## config.mk

```make
export PLATFORM = sky130hd
export DESIGN_NAME = led_sbox_layer_ctrl_flat
export DESIGN_NICKNAME = d
export VERILOG_FILES = /design/src/rtl/led_sbox_layer_ctrl_if.sv /design/src/rtl/led_sbox_layer_ctrl.sv /design/src/flat_wrapper.sv
export SDC_FILE = /design/constraint.sdc
export NUM_CORES = 1
export LEC_CHECK = 0
export ABC_CLOCK_PERIOD_IN_PS = 6600
export CORE_AREA = 2 2 238 240
export CTS_CLUSTER_DIAMETER = 50
export DETAILED_ROUTE_END_ITERATION = 10
export DIE_AREA = 0 0 240 242
export GPL_TIMING_DRIVEN = 0
export PLACE_DENSITY_LB_ADDON = 0.15
export SLEW_MARGIN = 20
export SYNTH_ARGS = -nofsm -noshare
export SYNTH_HDL_FRONTEND = slang
export SYNTH_SLANG_ARGS = --single-unit
```

## constraint.sdc

```tcl
create_clock -name clk -period 6.6 [get_ports clk]
set_input_delay 1.65 -clock clk [delete_from_list [all_inputs] [get_ports clk]]
set_output_delay 1.65 -clock clk [all_outputs]
set_load 0.01 [all_outputs]
```

## src/rtl/led_sbox_layer_ctrl_if.sv

```systemverilog
// PRNG handshake and TwoSbox datapath bundle seen by the SubCells layer controller.
// The master modport is the controller side; the slave modport is the PRNG/TwoSbox side.
interface led_sbox_layer_ctrl_if #(
    parameter int RND_W = 90
);
    logic             rnd_valid;
    logic             rnd_ready;
    logic [RND_W-1:0] rnd_data;
    logic [7:0]       sb_in1;
    logic [7:0]       sb_in2;
    logic [7:0]       sb_in3;
    logic [RND_W-1:0] sb_r;
    logic [7:0]       sb_out1;
    logic [7:0]       sb_out2;
    logic [7:0]       sb_out3;

    modport master (
        input  rnd_valid, rnd_data, sb_out1, sb_out2, sb_out3,
        output rnd_ready, sb_in1, sb_in2, sb_in3, sb_r
    );

    modport slave (
        output rnd_valid, rnd_data, sb_out1, sb_out2, sb_out3,
        input  rnd_ready, sb_in1, sb_in2, sb_in3, sb_r
    );
endinterface

```

## src/rtl/led_sbox_layer_ctrl.sv

```systemverilog
// LED SubCells layer controller: streams a 3-share 64-bit state through a shared pipelined
// TwoSbox one byte per issue and reassembles the three output shares without combining them.
module led_sbox_layer_ctrl #(
    parameter int LAT   = 3,
    parameter int RND_W = 90
) (
    input  logic                  clk,
    input  logic                  rst_n,
    input  logic                  start,
    input  logic [63:0]           in_s1,
    input  logic [63:0]           in_s2,
    input  logic [63:0]           in_s3,
    output logic                  busy,
    output logic                  done,
    output logic [63:0]           out_s1,
    output logic [63:0]           out_s2,
    output logic [63:0]           out_s3,
    led_sbox_layer_ctrl_if.master bus
);
    typedef enum logic [1:0] {IDLE, ISSUE, DRAIN, DONE} state_t;

    state_t           state;
    state_t           state_nxt;
    logic [63:0]      sh1;
    logic [63:0]      sh2;
    logic [63:0]      sh3;
    logic [3:0]       issue_cnt;
    logic [3:0]       coll_cnt;
    logic [LAT-1:0]   vpipe;
    logic             issue;
    logic             collect;

    assign issue   = (state == ISSUE) && bus.rnd_valid;
    assign collect = vpipe[LAT-1];

    // Bubbles and non-issue states drive zero so the sbox never sees stale shares or reused randomness.
    assign bus.sb_in1 = issue ? sh1[7:0] : 8'h00;
    assign bus.sb_in2 = issue ? sh2[7:0] : 8'h00;
    assign bus.sb_in3 = issue ? sh3[7:0] : 8'h00;
    assign bus.sb_r   = issue ? bus.rnd_data : {RND_W{1'b0}};

    always_ff @(posedge clk or negedge rst_n) begin
        if (!rst_n) begin
            state     <= IDLE;
            sh1       <= '0;
            sh2       <= '0;
            sh3       <= '0;
            out_s1    <= '0;
            out_s2    <= '0;
            out_s3    <= '0;
            issue_cnt <= '0;
            coll_cnt  <= '0;
            vpipe     <= '0;
        end else begin
            state <= state_nxt;
            vpipe <= (vpipe << 1) | LAT'(issue);
            if (issue) begin
                sh1       <= {8'h00, sh1[63:8]};
                sh2       <= {8'h00, sh2[63:8]};
                sh3       <= {8'h00, sh3[63:8]};
                issue_cnt <= issue_cnt + 4'd1;
            end
            if (collect) begin
                out_s1[{coll_cnt[2:0], 3'b000} +: 8] <= bus.sb_out1;
                out_s2[{coll_cnt[2:0], 3'b000} +: 8] <= bus.sb_out2;
                out_s3[{coll_cnt[2:0], 3'b000} +: 8] <= bus.sb_out3;
                coll_cnt <= coll_cnt + 4'd1;
            end
            // An accepted start owns the registers for the new layer.
            if ((state == IDLE) && start) begin
                sh1       <= in_s1;
                sh2       <= in_s2;
                sh3       <= in_s3;
                out_s1    <= '0;
                out_s2    <= '0;
                out_s3    <= '0;
                issue_cnt <= '0;
                coll_cnt  <= '0;
            end
        end
    end

    // The final collection edge moves straight to DONE so done lands LAT+1 cycles after the last issue.
    always_comb begin
        state_nxt     = state;
        busy          = 1'b0;
        done          = 1'b0;
        bus.rnd_ready = 1'b0;
        case (state)
            IDLE: begin
                if (start) state_nxt = ISSUE;
            end
            ISSUE: begin
                busy          = 1'b1;
                bus.rnd_ready = 1'b1;
                if (issue && (issue_cnt == 4'd7)) state_nxt = DRAIN;
            end
            DRAIN: begin
                busy = 1'b1;
                if (collect && (coll_cnt == 4'd7)) state_nxt = DONE;
            end
            DONE: begin
                done      = 1'b1;
                state_nxt = IDLE;
            end
            default: state_nxt = IDLE;
        endcase
    end
endmodule

```

## src/flat_wrapper.sv

```systemverilog
// flat-port wrapper written by rule: the top's interface ports become plain ports
module led_sbox_layer_ctrl_flat 
#(
    parameter int LAT   = 3,
    parameter int RND_W = 90
)
  (clk, rst_n, start, in_s1, in_s2, in_s3, busy, done, out_s1, out_s2, out_s3, bus_rnd_valid, bus_rnd_data, bus_sb_out1, bus_sb_out2, bus_sb_out3, bus_rnd_ready, bus_sb_in1, bus_sb_in2, bus_sb_in3, bus_sb_r);
  led_sbox_layer_ctrl_if #(.RND_W(RND_W)) bus_i ();
  input  logic clk;
  input  logic rst_n;
  input  logic start;
  input  logic [63:0] in_s1;
  input  logic [63:0] in_s2;
  input  logic [63:0] in_s3;
  output logic busy;
  output logic done;
  output logic [63:0] out_s1;
  output logic [63:0] out_s2;
  output logic [63:0] out_s3;
  input wire logic [$bits(bus_i.rnd_valid)-1:0] bus_rnd_valid;
  input wire logic [$bits(bus_i.rnd_data)-1:0] bus_rnd_data;
  input wire logic [$bits(bus_i.sb_out1)-1:0] bus_sb_out1;
  input wire logic [$bits(bus_i.sb_out2)-1:0] bus_sb_out2;
  input wire logic [$bits(bus_i.sb_out3)-1:0] bus_sb_out3;
  output wire logic [$bits(bus_i.rnd_ready)-1:0] bus_rnd_ready;
  output wire logic [$bits(bus_i.sb_in1)-1:0] bus_sb_in1;
  output wire logic [$bits(bus_i.sb_in2)-1:0] bus_sb_in2;
  output wire logic [$bits(bus_i.sb_in3)-1:0] bus_sb_in3;
  output wire logic [$bits(bus_i.sb_r)-1:0] bus_sb_r;
  assign bus_i.rnd_valid = bus_rnd_valid;
  assign bus_i.rnd_data = bus_rnd_data;
  assign bus_i.sb_out1 = bus_sb_out1;
  assign bus_i.sb_out2 = bus_sb_out2;
  assign bus_i.sb_out3 = bus_sb_out3;
  assign bus_rnd_ready = bus_i.rnd_ready;
  assign bus_sb_in1 = bus_i.sb_in1;
  assign bus_sb_in2 = bus_i.sb_in2;
  assign bus_sb_in3 = bus_i.sb_in3;
  assign bus_sb_r = bus_i.sb_r;
  led_sbox_layer_ctrl #(.LAT(LAT), .RND_W(RND_W)) u_core (.clk(clk), .rst_n(rst_n), .start(start), .in_s1(in_s1), .in_s2(in_s2), .in_s3(in_s3), .busy(busy), .done(done), .out_s1(out_s1), .out_s2(out_s2), .out_s3(out_s3), .bus(bus_i));
endmodule
```

==> summary.md <==
| Metric | Value |
|---|---|
| Status | `completed` |
| R2R depth | `9` |
| DP Area | `25400 um^2` |
| CTS Buf Count | `52` |
| Root Driver | `clkbuf_16` |
| Worst Path Required | `4.95 ns` |
| CP Data Arrival Time | `4.23 ns` |
| Tot GR Track Use | `26.3%` |
| DRT antenna net count | `0` |
| Synthesized area | `18100 um^2` |
| TritonCTS clock tree | `built` |
| Peak VDD IR | `215 uV` |
| Crit Path Max Fanout | `10` |
| Hold Buf Count CTS | `0` |
| Design area | `27200 um^2` |
| PD cells | `394 nW/um^2` |
| Most used cell, CP | `clkbuf_1` |
| Largest net degree at the start of global routing | `92` |
| Ratio of cells with drive above 1 in the final layout | `4.70%` |
| RR Endpoint | `u_core.out_s2[6]` |
| CP Cell Sequence | `buf_2, clkbuf_1, clkbuf_1, and3_1, clkdlybuf4s50_1` |
| Via total after detailed routing | `18500` |
| Final WL | `78200 um` |
| Die Ht | `242 um` |
| Footprint of the multi-input gates | `7360 um^2` |
| Routed len/inst | `22.3 um` |
| GP Congestion | `0.985` |
| Mux share of post-synthesis cell area | `2.77%` |
| Die X | `240 um` |
| Static Leak | `11.8 nW` |
| Clock buffer depth | `3` |
| Synth unique cells | `40` |
| Synth Area in Adders | `0.691%` |
| Detailed Routing Iterations Pass 1 | `7` |
| Starting DRT DRC Count | `1381` |
| Setup bufs post-CTS | `0` |
| Slew HR | `32.4%` |
| Vias in the first global route | `18400` |
| Residual DRC | `0` |
| Post-Syn Nets | `2349` |
| Seq cells post-synth | `397` |
| I/O pin total | `619` |
| Global route overflow | `0` |
| Max Clk Rate | `0.170 GHz` |
| Clock Sinks | `397` |
| Reg area | `9930 um^2` |
| # nets final | `3024` |
| Die area | `58100 um^2` |
| Reg2Reg Setup Slack | `3.41 ns` |
| Core footprint | `55700 um^2` |
| Hold path depth | `0` |
| Initial Util | `32.5%` |
| Setup WS post-layout | `0.716 ns` |
| Dpl cells | `3406` |
| Register area share after synthesis | `54.8%` |
| Syn Inst Count | `2029` |
| Worst slew pin tran | `1.01 ns` |
| First-pass GRT wire length | `116000 um` |
| Hold Path Class | `flop to flop` |
| Hold Crit Endpoint | `u_core.vpipe[1]` |
| Reg-to-reg startpoint | `u_core.coll_cnt[0]` |
| # fillers | `5327` |
| CP Launch Type | `primary input` |
| Simple-gate share of the synthesized area | `21.5%` |
| Fin crit period | `5.88 ns` |
| WHS | `0.347 ns` |
| Slowest stage cell, crit path | `clkbuf_1` |
| Crit Path Class | `primary input to output pin` |
| RSZ-0062 raised after global routing | `false` |
| Worst-path clk slew | `0.05 ns` |
| Post-place setup slack | `0.632 ns` |
| Hold wc startpoint | `u_core.vpipe[0]` |
| # Max-Cap Violations | `0` |
| Worst setup EP type | `output pin` |
| Setup TNS Final | `0 ns` |
| Cts repair resizes | `0` |
| Final worst-path cycle share | `89.1%` |
| Port-buffer cells | `617` |
| CP peak stage delay | `0.78 ns` |
| Max Slew Vio Count | `0` |
| Power Total | `10.7 mW` |
| Rows | `87` |
| Compound-Gate Fraction of Synth Area | `15.5%` |
| Setup violators final | `0` |
| Clock latency on the worst-skew pair | `0.60 ns` |
| Largest family of logic cells by synthesized area | `simple AND/OR/NAND/NOR gates` |
| Initial antenna violation count | `7` |
| Non-Filler Instances | `3501` |
| Worst clock skew | `0.0197 ns` |
| CTS H-tree lvls | `2` |
| Area Overhead vs Synth | `49.9%` |
| Average cell area after synthesis | `8.93 um^2` |
| Core Util, Final | `48.7%` |
| Xor and xnor area share after synthesis | `0.193%` |
| Drt via density | `5.27` |
| Synth warn | `0` |
| Post-DP HPWL | `59900 um` |
| Hold Fails Final Rpt | `0` |
==> per-layer routing <==
layer / up-vias / global-route usage [%] / wire length (um) / share of wire, %
li1: 8414 / - / - / -
met1: 9128 / 34.3 / 32500 / 42
met2: 738 / 43.2 / 37400 / 48
met3: 160 / 5.38 / 5810 / 7.4
met4: 10 / 8.91 / 2400 / 3.1
met5: - / 0 / 64 / 0.082
==> kinds of logic (layout without fill, tap and decap cells) <==
kind of cell,count (synthesis),after routing
AOI/OAI and AO/OA,487,487
xor gates and xnor gates,4,4
adders and majority gates,10,10
buffers and inverters,208,922
DFF,397,397
muxes,50,50
other,0,2
and+or+nand+nor,873,873
==> sequential cells by signal, indices dropped and copies added, names as in the netlist <==
register          flops
u_core.coll_cnt       4
u_core.state          2
u_core.out_s1        64
u_core.sh2           64
u_core.issue_cnt      4
u_core.sh1           64
u_core.out_s2        64
u_core.out_s3        64
u_core.sh3           64
u_core.vpipe          3
==> critical path, delay by kind of cell <==
kind	cells	cell delay, ns
and+or+nand+nor	1	0.34
buffers and inverters	4	2.23
==> cell type report <==
type,count,share of cell area (%)
antenna,2,0.0184
clock inverter,25,1.12
timing repair buffer,621,23.2
clock buffer,68,5.50
inverter,7,0.0967
sequential,397,36.6
buffer,201,2.94
tap,756,3.48
multi-input combinational,1424,27.1
==> how the worst max path moves through the flow <==
stage             startpoint        endpoint  slack [ns]  cells past startpoint
2_1_floorplan  bus_rnd_valid   bus_sb_in1[0]        2.49                      4
3_3_place_gp           rst_n  u_core.sh1[58]      -13.70                      1
3_5_place_dp   bus_rnd_valid   bus_sb_in2[0]        0.63                      5
4_1_cts        bus_rnd_valid   bus_sb_in2[0]        0.62                      5
5_1_grt        bus_rnd_valid    bus_sb_r[80]        0.56                      5
6_report       bus_rnd_valid   bus_sb_in2[0]        0.72                      5
==> synth_stat cells (all sizes together) <==
master   number  area, um^2
xor2          2        17.5
nor2        175         657
a22o         24         210
xnor2         2        17.5
nand4        25         156
a221o         1        10.0
a2111oi       1        8.76
nor4b         1        15.0
dfrtp       397        9930
mux2i        49         490
nand2b        3        18.8
or3           1        6.26
clkbuf      163         612
buf          38         188
inv           7        26.3
nor2b         2        12.5
a21oi       148         741
a31oi       168        1050
o31ai        24         180
nand2       414        1550
nor3b         2        15.0
and2          2        12.5
nand4bb       1        11.3
or3b          2        17.5
or2           1        6.26
and3        114         713
or4           1        7.51
o21ai       121         606
nand4b        3        26.3
and4b         1        10.0
nor4          1        21.3
nand3       122         611
or4b          1        10.0
mux2          1        11.3
nor4bb        1        10.0
ha           10         125
==> cells in the final DEF, fill, tap and decap left out, types with 2 or more instances in the layout <==
cell             count
nand4b_1             3
buf_6                2
ha_1                10
and2_1               2
buf_1               12
buf_16               4
xor2_1               2
clkinvlp_4           7
buf_2               24
nand3_1            122
nor2b_1              2
o31ai_1             24
o21ai_0            118
inv_6                5
or3b_2               2
a21oi_1            148
clkinv_2             5
a22o_1              24
clkbuf_16           54
clkbuf_1           168
bufinv_16            5
a31oi_1            168
mux2i_1             49
clkbuf_8             9
o21ai_1              3
dfrtp_1            397
inv_1                5
and3_1             114
nand2b_1             3
diode_2              2
nand2_1            414
nor2_1             175
clkinv_4             2
nand4_1             25
inv_2                2
xnor2_1              2
clkdlybuf4s50_1    616
==> where the power goes <==
group,switching (mW),internal (mW)
Clock,1.15,1.79
Combinational,2.53,1.55
Sequential,0.468,3.22
Total,4.14,6.57
(Power assumes the default switching activity.)
